===== config.mk =====
export PLATFORM = sky130hd
export DESIGN_NAME = seq_divider
export DESIGN_NICKNAME = d
export VERILOG_FILES = /design/src/rtl/seq_divider_pkg.sv /design/src/rtl/seq_divider_ctrl.sv /design/src/rtl/seq_divider.sv
export SDC_FILE = /design/constraint.sdc
export NUM_CORES = 1
export LEC_CHECK = 0
export ABC_AREA = 0
export BUFFER_PORTS_ARGS = -buffer_cell sky130_fd_sc_hd__buf_2
export CORE_MARGIN = 2
export CORE_UTILIZATION = 45
export DETAILED_ROUTE_END_ITERATION = 16
export MAX_ROUTING_LAYER = met4
export PLACE_DENSITY_LB_ADDON = 0.25
export SYNTH_ARGS = -nofsm -noshare
export SYNTH_HDL_FRONTEND = slang
export SYNTH_HIERARCHICAL = 1
export SYNTH_SLANG_ARGS = --single-unit

===== constraint.sdc =====
create_clock -name clk -period 4.4 [get_ports clk]
set_clock_uncertainty 0.15 [all_clocks]
set_input_delay 0.88 -clock clk [delete_from_list [all_inputs] [get_ports clk]]
set_output_delay 0.88 -clock clk [all_outputs]
set_load 0.01 [all_outputs]

===== src/rtl/seq_divider_pkg.sv =====
// seq_divider_pkg: FSM states, counter sizing and divide-by-zero constant for seq_divider.
package seq_divider_pkg;
  typedef enum logic [2:0] {IDLE, LOAD, ITER, FIX, DONE} state_t;
  localparam int DEF_WIDTH = 16;
  localparam int CNT_W = $clog2(DEF_WIDTH) + 1;
  localparam logic [63:0] DBZ_QUOT = '1;
endpackage


===== src/rtl/seq_divider_ctrl.sv =====
// seq_divider_ctrl: divider FSM and iteration counter, emits datapath strobes and busy/done.
module seq_divider_ctrl
  import seq_divider_pkg::*;
#(
  parameter int WIDTH = 16,
  parameter int CW = CNT_W
) (
  input  logic clk,
  input  logic clr_n,
  input  logic start,
  input  logic d_zero,
  output logic accept,
  output logic clear,
  output logic shift,
  output logic fix,
  output logic busy,
  output logic done
);
  state_t state, next;
  logic [CW-1:0] cnt;
  assign accept = state == IDLE && start;
  assign clear = state == LOAD;
  assign shift = state == ITER;
  assign fix = state == FIX;
  always_comb begin
    next = state;
    case (state)
      IDLE: next = start ? LOAD : IDLE;
      LOAD: next = d_zero ? FIX : ITER;
      ITER: next = cnt == CW'(1) ? FIX : ITER;
      FIX: next = DONE;
      default: next = IDLE;
    endcase
  end
  always_ff @(posedge clk) begin
    if (!clr_n) begin
      state <= IDLE;
      busy <= 1'b0;
      done <= 1'b0;
    end else begin
      state <= next;
      busy <= next == LOAD || next == ITER || next == FIX;
      done <= next == DONE;
    end
  end
  always_ff @(posedge clk)
    if (clear) cnt <= CW'(WIDTH);
    else if (shift) cnt <= cnt - 1'b1;
endmodule


===== src/rtl/seq_divider.sv =====
// seq_divider: non-restoring sequential divider, one quotient bit per clock.
// Signed operands when SEQ_DIVIDER_SIGNED_EN is defined, unsigned otherwise.
module seq_divider
  import seq_divider_pkg::*;
#(
  parameter int WIDTH = 16
) (
  input  logic             clk,
  input  logic             clr_n,
  input  logic             start,
  input  logic [WIDTH-1:0] dividend,
  input  logic [WIDTH-1:0] divisor,
  output logic [WIDTH-1:0] quotient,
  output logic [WIDTH-1:0] remainder,
  output logic             busy,
  output logic             done,
  output logic             dbz
);
  logic accept, clear, shift, fix, d_zero, neg_q, neg_r;
  logic [WIDTH-1:0] q, d, mag_n, mag_d, rem_mag;
  logic [WIDTH:0] p, p_sh, p_next, p_fix;
`ifdef SEQ_DIVIDER_SIGNED_EN
  assign mag_n = dividend[WIDTH-1] ? -dividend : dividend;
  assign mag_d = divisor[WIDTH-1] ? -divisor : divisor;
`else
  assign mag_n = dividend;
  assign mag_d = divisor;
`endif
  assign d_zero = d == '0;
  assign p_sh = {p[WIDTH-1:0], q[WIDTH-1]};
  assign p_next = p[WIDTH] ? p_sh + {1'b0, d} : p_sh - {1'b0, d};
  assign p_fix = p[WIDTH] ? p + {1'b0, d} : p;
  // Without iterations Q still holds |dividend|, which re-signs back to the raw dividend.
  assign rem_mag = d_zero ? q : p_fix[WIDTH-1:0];
  seq_divider_ctrl #(.WIDTH(WIDTH), .CW($clog2(WIDTH) + 1)) u_ctrl (
    .clk(clk), .clr_n(clr_n), .start(start), .d_zero(d_zero), .accept(accept),
    .clear(clear), .shift(shift), .fix(fix), .busy(busy), .done(done)
  );
  always_ff @(posedge clk) begin
    if (accept) begin
      q <= mag_n;
      d <= mag_d;
`ifdef SEQ_DIVIDER_SIGNED_EN
      neg_q <= dividend[WIDTH-1] ^ divisor[WIDTH-1];
      neg_r <= dividend[WIDTH-1];
`else
      neg_q <= 1'b0;
      neg_r <= 1'b0;
`endif
    end
    if (clear) p <= '0;
    if (shift) begin
      p <= p_next;
      q <= {q[WIDTH-2:0], ~p_next[WIDTH]};
    end
  end
  always_ff @(posedge clk) begin
    if (!clr_n) begin
      quotient <= '0;
      remainder <= '0;
      dbz <= 1'b0;
    end else if (accept) begin
      dbz <= 1'b0;
    end else if (fix) begin
      quotient <= d_zero ? DBZ_QUOT[WIDTH-1:0] : neg_q ? -q : q;
      remainder <= neg_r ? -rem_mag : rem_mag;
      dbz <= d_zero;
    end
  end
endmodule


==> results of run 1 <==
[Yosys cell counts, types with 3 or more instances]
cell | n | area (µm²)
mux2_2 | 16 | 180
nand3_1 | 11 | 55.1
a211oi_1 | 9 | 67.6
and3_1 | 5 | 31.3
nor3_1 | 15 | 75.1
and2_1 | 6 | 37.5
a31oi_1 | 8 | 50.1
buf_2 | 3 | 15.0
inv_1 | 15 | 56.3
a21oi_1 | 29 | 145
a21o_1 | 7 | 52.6
xnor2_1 | 16 | 140
ha_1 | 34 | 425
xor2_1 | 18 | 158
o21a_1 | 6 | 45.0
or3_1 | 8 | 50.1
edfxtp_1 | 49 | 1470
o31ai_1 | 6 | 45.0
nand2_1 | 23 | 86.3
a21boi_0 | 5 | 37.5
dfxtp_1 | 43 | 861
a211o_1 | 3 | 26.3
nor2b_1 | 7 | 43.8
clkbuf_1 | 18 | 67.6
nand4_1 | 3 | 18.8
and4_1 | 3 | 26.3
mux2i_1 | 10 | 100
nor3b_1 | 5 | 37.5
o221a_2 | 16 | 180
o211ai_1 | 10 | 75.1
nand2b_1 | 9 | 56.3
nor2_1 | 52 | 195
nor4_1 | 3 | 18.8
or2_2 | 4 | 25.0
o21ai_0 | 26 | 130
[final timing paths]
kind / from / to / slack (ps)
worst max-delay path: d[2] / p[16] / 570
worst min-delay path: remainder[1] / remainder[1] / 320
worst max register to register: d[2] / p[16] / 570
worst min register to register: remainder[1] / remainder[1] / 320
[layout make-up]
class                           count  area share [%]
Multi-Input combinational cell    411            48.3
Clock inverter                      7           0.799
Sequential cell                    92            37.2
Tap cell                          147            2.94
Inverter                           15           0.899
Timing Repair Buffer               75            6.23
Clock buffer                        9            3.60
[stage by stage]
stage	cells	utilization [%]	hold WS [ps]
after floorplan	541	-	285
after global placement	740	50.1	301
after detailed placement	740	50.1	308
after CTS	756	52.4	319
after global routing	756	52.4	341
final	756	52.4	317
[worst max-delay path, cell delays in order (launching register included)]
cell and delay (ps):
edfxtp_1 480, or3_1 460, or4_1 710, nor2_1 150, nor2_1 70, xor2_1 160, ha_1 360, nand2_1 70
o21ai_0 230, nor3_1 80, a221oi_1 360, xnor2_1 140, and2_1 170
[report_power, final]
| part | total [mW] | switching [mW] | internal (mW) | leakage [nW] |
|---|---|---|---|---|
| clock | 0.727 | 0.342 | 0.385 | 0.136 |
| sequential | 1.08 | 0.0849 | 1.00 | 0.821 |
| combinational | 0.689 | 0.382 | 0.307 | 1.56 |
| total | 2.50 | 0.809 | 1.69 | 2.52 |
[cell usage in the layout (no fill, tap or decap), types with 15 or more instances in the layout]
| master | count |
|---|---|
| buf_2 | 69 |
| nor2_1 | 52 |
| edfxtp_1 | 49 |
| dfxtp_1 | 43 |
| ha_1 | 34 |
| a21oi_1 | 29 |
| o21ai_0 | 26 |
| nand2_1 | 23 |
| xor2_1 | 18 |
| mux2_2 | 16 |
| xnor2_1 | 16 |
| o221a_2 | 16 |
| inv_1 | 15 |
| nor3_1 | 15 |
[cells by family (layout without fill, tap and decap cells)]
| logic type | Yosys count | after routing | share of synthesized area [%] |
|---|---|---|---|
| AO/OA/AOI/OAI | 148 | 148 | 19.5 |
| XOR/XNOR | 35 | 35 | 5.71 |
| adder cells (fa/ha/maj) | 36 | 36 | 8.47 |
| buffers and inverters | 38 | 106 | 2.73 |
| flip-flops | 92 | 92 | 42.4 |
| multiplexers | 27 | 27 | 5.37 |
| AND/OR/NAND/NOR | 165 | 165 | 15.8 |
[routing by layer]
layer / share of wire, % / routed length, µm
met1: 49 / 6490
met2: 46 / 6080
met3: 3.9 / 513
met4: 1.8 / 244
met5: 0 / 0
[registers in the layout, indices dropped and copies added, names as in the netlist]
register,cells
p,17
d,16
q,16
quotient,16
remainder,16
u_ctrl/cnt,5
u_ctrl/state,3
dbz,1
u_ctrl/busy,1
u_ctrl/done,1
==> metrics.yaml, run 1 <==
die:
  die_h_um: 115
  start_util_pct: 46.0
  die_w_um: 115
  die_area_um2: 13100
  io_pins: 70
  coreArea_um2: 12000
  rows: 40
global_routing:
  grt_use_met2_pct: 33.2
  use_met3_pct: 3.02
  first_global_vias: 4303
  top_usage_layer: "met2"
  use_met1_pct: 29.0
  grt-ovfl-total: 0
  antenna_found_initial: 0
  grt_use_total_pct: 21.5
  grt_max_degree: 38
  grt_pass1_wl_um: 21500
sta:
  rsz0062_at_grt: "false"
  fmax_mhz: 261
  slew_violations: 0
  tightest_slew_ps: 667
  period_minus_slack_ps: 3830
  post-route-period-util_pct: 87.1
  setup_viol: 0
  hold_viol: 0
  slew_headroom_pct: 55.5
  layout_setup_ws_ps: 569
  fin_setup_tns_ps: 0
synthesis:
  synthDistinctLibCells: 67
  async_flop_share_pct: 0
  synth_cells: 541
  avgSynthCellArea_um2: 10.2
  synth_edf_count: 49
  ys.flop_type: "edfxtp_1"
  synth_warnings: 6
  synth.net_count: 612
  ys_seq_area_share_pct: 42.4
  synth_seq_cells: 92
  syn_area_um2: 5500
critical_path:
  cp-start-kind: "register"
  crit_type: "reg -> reg"
  crit_required_ps: 4350
  critPathMaxFanout: 6
  end_kind: "register"
  cp.arrival_ps: 3780
  reg2reg_depth: 12
job:
  maxCapViolCount: 0
final_layout:
  antenna_cells: 0
  drive_gt1_share_pct: 23.3
  num-fill-cells: 1119
  seq_area_um2: 2330
  stdcell_area_um2: 6260
  final_nets: 675
  multiInputGateArea_um2: 3020
  syn_to_final_growth_pct: 13.9
clock_tree:
  htree_levels: 3
  clock_path_buffers: 2
  numCtsBuffers: 9
  cts_tree: "yes"
  cts_resized: 0
  cts_hold_buffers: 0
  cts_sinks: 92
  cts_setup_buffers: 0
  clk_latency_ps: 350
  cts-root-buf: "clkbuf_16"
  clk_pin_slew_ps: 70
min_path:
  hp-class: "reg -> reg"
  holdPathStages: 2
placement:
  dp_hpwl_um: 9850
  port_buffers: 69
  placed_area_um2: 5990
  gp_congestion: 0.901
  pre_cts_ws_ps: 575
route:
  drc: 0
  wl_per_cell_um: 17.6
  routed_wl_um: 13300
  drt_iter0_markers: 329
  drt-vias-per-instance: 5.78
  vias: 4370
  first_pass_iters: 5
  ant_nets: 0
run_status:
  status: "complete, no violations"
pwr:
  vdd_drop_max_uv: 173
  p_leak_nw: 2.52
  power-per-cell-area_nw_per_um2: 399
  power_mw: 2.50
(Power assumes the default switching activity.)
==> run 2: changes to the inputs <==
--- a/config.mk
+++ b/config.mk
@@ -6,9 +6,10 @@
 export NUM_CORES = 1
 export LEC_CHECK = 0
 export ABC_AREA = 0
-export BUFFER_PORTS_ARGS = -buffer_cell sky130_fd_sc_hd__buf_2
+export BUFFER_PORTS_ARGS = -buffer_cell sky130_fd_sc_hd__clkbuf_2
 export CORE_MARGIN = 2
 export CORE_UTILIZATION = 45
+export CTS_CLUSTER_SIZE = 20
 export DETAILED_ROUTE_END_ITERATION = 16
 export MAX_ROUTING_LAYER = met4
 export PLACE_DENSITY_LB_ADDON = 0.25
==> metrics.yaml, run 2 (synthesis gave the netlist of run 1 again) <==
critical_path:
  cpMostUsedCell: "nor2_1"  # unchanged
  crit_type: "reg -> reg"  # unchanged
  crit_required_ps: 4350  # about the same
  rr_endpoint: "p[16]"  # unchanged
  cp.arrival_ps: 3820  # was 3780 ps
  worst-r2r-setup-slack_ps: 530  # was 570 ps
  cp_slowest_cell: "or4_1"  # unchanged
  crit_buf_inv: 0  # unchanged
  reg2reg_depth: 12  # unchanged
  critPathMaxStageDelay_ps: 720  # was 710 ps
  reg2reg_from: "d[2]"  # unchanged
  critical_path.top_delay_family: "simple AND/OR/NAND/NOR gates"  # unchanged
  crit_chain: "or3_1 -> or4_1 -> nor2_1 -> nor2_1 -> xor2_1 -> ha_1 -> nand2_1 -> o21ai_0 -> nor3_1 -> a221oi_1 -> xnor2_1 -> and2_1"  # unchanged
  critPathMaxFanout: 6  # unchanged
  cp-start-kind: "register"  # unchanged
  end_kind: "register"  # unchanged
pwr:
  power-per-cell-area_nw_per_um2: 404  # was 399 nW/µm²
  p_leak_nw: 2.50  # was 2.52 nW
  p_int_mw: 1.73  # was 1.69 mW
  seqPwrFrac_pct: 42.8  # was 43.4%
  power_mw: 2.53  # was 2.50 mW
  vdd_drop_max_uv: 194  # was 173 µV
  p_sw_mw: 0.808  # was 0.809 mW
  power.share.switching_pct: 31.9  # was 32.3%
  combPwrFrac_pct: 27.3  # was 27.6%
  clkPwrFrac_pct: 29.9  # was 29.1%
placement:
  placed_cells: 740  # unchanged
  pre_cts_ws_ps: 597  # was 575 ps
  port_buffers: 69  # unchanged
  gp_congestion: 0.903  # was 0.901
  dp_hpwl_um: 9760  # was 9850 µm
sta:
  setup_viol: 0  # unchanged
  rsz0062_at_grt: "false"  # unchanged
  fmax_mhz: 258  # was 261 MHz
  post-route-period-util_pct: 87.9  # was 87.1%
  fin_setup_tns_ps: 0  # unchanged
  slew_violations: 0  # unchanged
  slew_headroom_pct: 54.5  # was 55.5%
  layout_setup_ws_ps: 530  # was 569 ps
  period_minus_slack_ps: 3870  # was 3830 ps
  hold_viol: 0  # unchanged
  tightest_slew_ps: 683  # was 667 ps
final_layout:
  num-fill-cells: 1083  # was 1,119
  drive_gt1_share_pct: 23.2  # was 23.3%
  antenna_cells: 0  # unchanged
  largest_reg_flops: 17  # unchanged
  top_register: "p"  # unchanged
  multiInputGateArea_um2: 3020  # unchanged
  syn_to_final_growth_pct: 14.1  # was 13.9%
  final_cells: 756  # unchanged
  layout_common_cells: "69 x clkbuf_2, 52 x nor2_1, 49 x edfxtp_1"  # was 69 x buf_2, 52 x nor2_1, 49 x edfxtp_1
  final_nets: 675  # unchanged
  fin_util_pct: 52.4  # about the same
  seq_area_um2: 2330  # unchanged
  final_common_cell: "clkbuf_2"  # was buf_2
clock_tree:
  cts_sinks: 92  # unchanged
  clock_path_buffers: 2  # unchanged
  cts_tree: "yes"  # unchanged
  clk_latency_ps: 340  # was 350 ps
  cts_hold_buffers: 0  # unchanged
  cts_resized: 0  # unchanged
  numCtsBuffers: 9  # unchanged
  cts_setup_buffers: 0  # unchanged
  cts-root-buf: "clkbuf_16"  # unchanged
  htree_levels: 3  # unchanged
  clk_pin_slew_ps: 70  # about the same
route:
  drt_iter0_markers: 443  # was 329
  routed_wl_um: 13300  # about the same
  wl_per_cell_um: 17.6  # about the same
  drc: 0  # unchanged
  ant_nets: 0  # unchanged
  first_pass_iters: 4  # was 5
  drt-vias-per-instance: 5.75  # was 5.78
  vias: 4344  # was 4,370
global_routing:
  first_global_vias: 4169  # was 4,303
  grt-ovfl-total: 0  # unchanged
  grt_pass1_wl_um: 21300  # was 21,500 µm
  antenna_found_initial: 0  # unchanged
  grt_use_total_pct: 21.2  # was 21.5%
  grt_max_degree: 38  # unchanged
die:
  start_util_pct: 46.0  # unchanged
  coreArea_um2: 12000  # unchanged
  io_pins: 70  # unchanged
  die_h_um: 115  # unchanged
  rows: 40  # unchanged
  die_w_um: 115  # unchanged
  die_area_um2: 13100  # unchanged
min_path:
  hp-class: "reg -> reg"  # unchanged
  holdPathEnd: "remainder[1]"  # unchanged
  holdPathStages: 2  # unchanged
  hold_start: "remainder[1]"  # unchanged
job:
  maxCapViolCount: 0  # unchanged
run_status:
  status: "complete, no violations"  # unchanged
[run 2: cell types whose count changed in the layout (fill, tap and decap cells not counted), sizes merged]
cell,delta
clkbuf,+71
buf,-69
clkinv,-2
[run 2: worst register-to-register path, cell delays in order, from the launching register on]
cell	delay, ps
edfxtp_1	480
or3_1	480
or4_1	720
nor2_1	150
nor2_1	60
xor2_1	150
ha_1	360
nand2_1	60
o21ai_0	230
nor3_1	70
a221oi_1	370
xnor2_1	170
and2_1	180
[run 2: worst max path at each step]
stage,start,to,slack [ps],depth (start not counted)
floorplan,start,remainder[13],300,7
global placement,d[2],p[16],680,12
detailed placement,d[2],p[16],600,12
CTS,d[2],p[16],570,12
global route,d[2],p[16],300,12
finish,d[2],p[16],530,12
[run 2: power groups by stage]
| stage | combinational (mW) | sequential [mW] | clock, mW |
|---|---|---|---|
| 2_1_floorplan | 0.536 | 1.07 | 0 |
| 3_3_place_gp | 0.669 | 1.10 | 0 |
| 3_5_place_dp | 0.680 | 1.10 | 0 |
| 4_1_cts | 0.687 | 1.08 | 0.769 |
| 5_1_grt | 0.778 | 1.09 | 0.804 |
| 6_report | 0.691 | 1.08 | 0.758 |
[run 2: metal layers]
layer	vias to the layer above	routed length (µm)	share of wire (%)	track usage (%)
li1	2176	-	-	-
met1	2037	6440	49	28.8
met2	118	6020	45	33.0
met3	13	628	4.7	3.71
met4	0	182	1.4	5.61
met5	-	0	0	-
[run 2: cell type report]
type                            count  area share [%]
Clock buffer                       11            4.05
Clock inverter                      5           0.519
Inverter                           15           0.897
Timing Repair Buffer               75            6.22
Multi-Input combinational cell    411            48.2
Tap cell                          147            2.93
Sequential cell                    92            37.2
[run 2: per-stage QoR]
stage	hold slack, ps	instance area (µm²)
2_1_floorplan	285	5500
3_3_place_gp	300	5990
3_5_place_dp	320	5990
4_1_cts	331	6270
5_1_grt	343	6270
6_report	328	6270
==> run 3: changes to the inputs <==
--- a/config.mk
+++ b/config.mk
@@ -5,9 +5,8 @@
 export SDC_FILE = /design/constraint.sdc
 export NUM_CORES = 1
 export LEC_CHECK = 0
-export ABC_AREA = 0
-export BUFFER_PORTS_ARGS = -buffer_cell sky130_fd_sc_hd__clkbuf_2
-export CORE_MARGIN = 2
+export BUFFER_PORTS_ARGS = -buffer_cell sky130_fd_sc_hd__buf_2
+export CORE_MARGIN = 4
 export CORE_UTILIZATION = 45
 export CTS_CLUSTER_SIZE = 20
 export DETAILED_ROUTE_END_ITERATION = 16
==> metrics.yaml, run 3 (synthesis gave the netlist of run 1 again) <==
critical_path:
  critPathMaxFanout: 6  # unchanged
  crit_required_ps: 4360  # was 4350 ps
  cp.arrival_ps: 3760  # was 3820 ps
  reg2reg_depth: 12  # unchanged
  crit_type: "reg -> reg"  # unchanged
  end_kind: "register"  # unchanged
  worst-r2r-setup-slack_ps: 600  # was 530 ps
  cp-start-kind: "register"  # unchanged
route:
  routed_wl_um: 13400  # was 13,300 µm
  drc: 0  # unchanged
  ant_nets: 0  # unchanged
  drt-vias-per-instance: 5.77  # was 5.75
  wl_per_cell_um: 17.7  # was 17.6 µm
  vias: 4360  # was 4,344
  drt_iter0_markers: 343  # was 443
  first_pass_iters: 5  # was 4
die:
  rows: 40  # unchanged
  start_util_pct: 46.0  # unchanged
  die_w_um: 119  # was 115 µm
  io_pins: 70  # unchanged
  die_h_um: 119  # was 115 µm
  coreArea_um2: 12000  # unchanged
  die_area_um2: 14000  # was 13,100 µm²
sta:
  period_minus_slack_ps: 3800  # was 3870 ps
  slew_violations: 0  # unchanged
  slew_headroom_pct: 55.9  # was 54.5%
  whs_ps: 320  # was 328 ps
  post-route-period-util_pct: 86.4  # was 87.9%
  setup_viol: 0  # unchanged
  fmax_mhz: 263  # was 258 MHz
  tightest_slew_ps: 662  # was 683 ps
  layout_setup_ws_ps: 598  # was 530 ps
  rsz0062_at_grt: "false"  # unchanged
  fin_setup_tns_ps: 0  # unchanged
  hold_viol: 0  # unchanged
placement:
  gp_congestion: 0.892  # was 0.903
  pre_cts_ws_ps: 636  # was 597 ps
  dp_hpwl_um: 9920  # was 9760 µm
  placed_cells: 740  # unchanged
  port_buffers: 69  # unchanged
clock_tree:
  numCtsBuffers: 9  # unchanged
  cts_setup_buffers: 0  # unchanged
  cts_sinks: 92  # unchanged
  clk_pin_slew_ps: 70  # about the same
  cts-root-buf: "clkbuf_16"  # unchanged
  clock_path_buffers: 2  # unchanged
  cts_tree: "yes"  # unchanged
  cts_hold_buffers: 0  # unchanged
  htree_levels: 3  # unchanged
  cts_resized: 0  # unchanged
  clk_latency_ps: 350  # was 340 ps
min_path:
  hp-class: "reg -> reg"  # unchanged
  holdPathStages: 2  # unchanged
final_layout:
  final_nets: 675  # unchanged
  final_cells: 756  # unchanged
  antenna_cells: 0  # unchanged
  layout_common_cells: "69 x buf_2, 52 x nor2_1, 49 x edfxtp_1"  # was 69 x clkbuf_2, 52 x nor2_1, 49 x edfxtp_1
  largest_reg_flops: 17  # unchanged
  syn_to_final_growth_pct: 14.4  # was 14.1%
  final_common_cell: "buf_2"  # was clkbuf_2
  top_register: "p"  # unchanged
  drive_gt1_share_pct: 23.3  # was 23.2%
  num-fill-cells: 1097  # was 1,083
pwr:
  vdd_drop_max_uv: 179  # was 194 µV
  power-per-cell-area_nw_per_um2: 407  # was 404 nW/µm²
  p_leak_nw: 2.53  # was 2.50 nW
  power_mw: 2.56  # was 2.53 mW
job:
  maxCapViolCount: 0  # unchanged
global_routing:
  grt_use_total_pct: 20.0  # was 21.2%
  grt_max_degree: 38  # unchanged
  grt_pass1_wl_um: 21900  # was 21,300 µm
  grt-ovfl-total: 0  # unchanged
  antenna_found_initial: 0  # unchanged
  first_global_vias: 4293  # was 4,169
run_status:
  status: "complete, no violations"  # unchanged
## run 3: final timing paths
path	from	end
min	remainder[1]	remainder[1]
min reg2reg	remainder[1]	remainder[1]
max	d[2]	p[16]
max reg2reg	d[2]	p[16]
## run 3: where the power goes
group | internal (mW) | total (mW) | switching [mW]
combinational | 0.307 | 0.688 | 0.381
clock | 0.443 | 0.788 | 0.344
sequential | 1.00 | 1.09 | 0.0852
## run 3: cell type report
cell class                      instances  area [µm²]  area share [%]
Multi-Input combinational cell        411        3020            48.1
Sequential cell                        92        2330            37.1
Timing Repair Buffer                   75         390            6.21
Clock buffer                            9         225            3.58
Tap cell                              147         184            2.93
Clock inverter                          7        75.1            1.19
Inverter                               15        56.3           0.896
## run 3: routing by layer
layer | track usage, % | routed length, µm
met1 | 27.4 | 6420
met2 | 29.4 | 5990
met3 | 3.49 | 662
met4 | 7.60 | 276
met5 | - | 0
## run 3: critical path, stage by stage (launching register included)
cell	delay [ps]
edfxtp_1	480
or3_1	470
or4_1	710
nor2_1	150
nor2_1	70
xor2_1	160
ha_1	360
nand2_1	60
o21ai_0	230
nor3_1	80
a221oi_1	340
xnor2_1	140
and2_1	180
## run 3: per-stage QoR
stage	utilization, %	area, µm²
CTS	52.6	6290
global route	52.6	6290
floorplan	-	5500
detailed placement	50.1	5990
global placement	50.1	5990
finish	52.6	6290
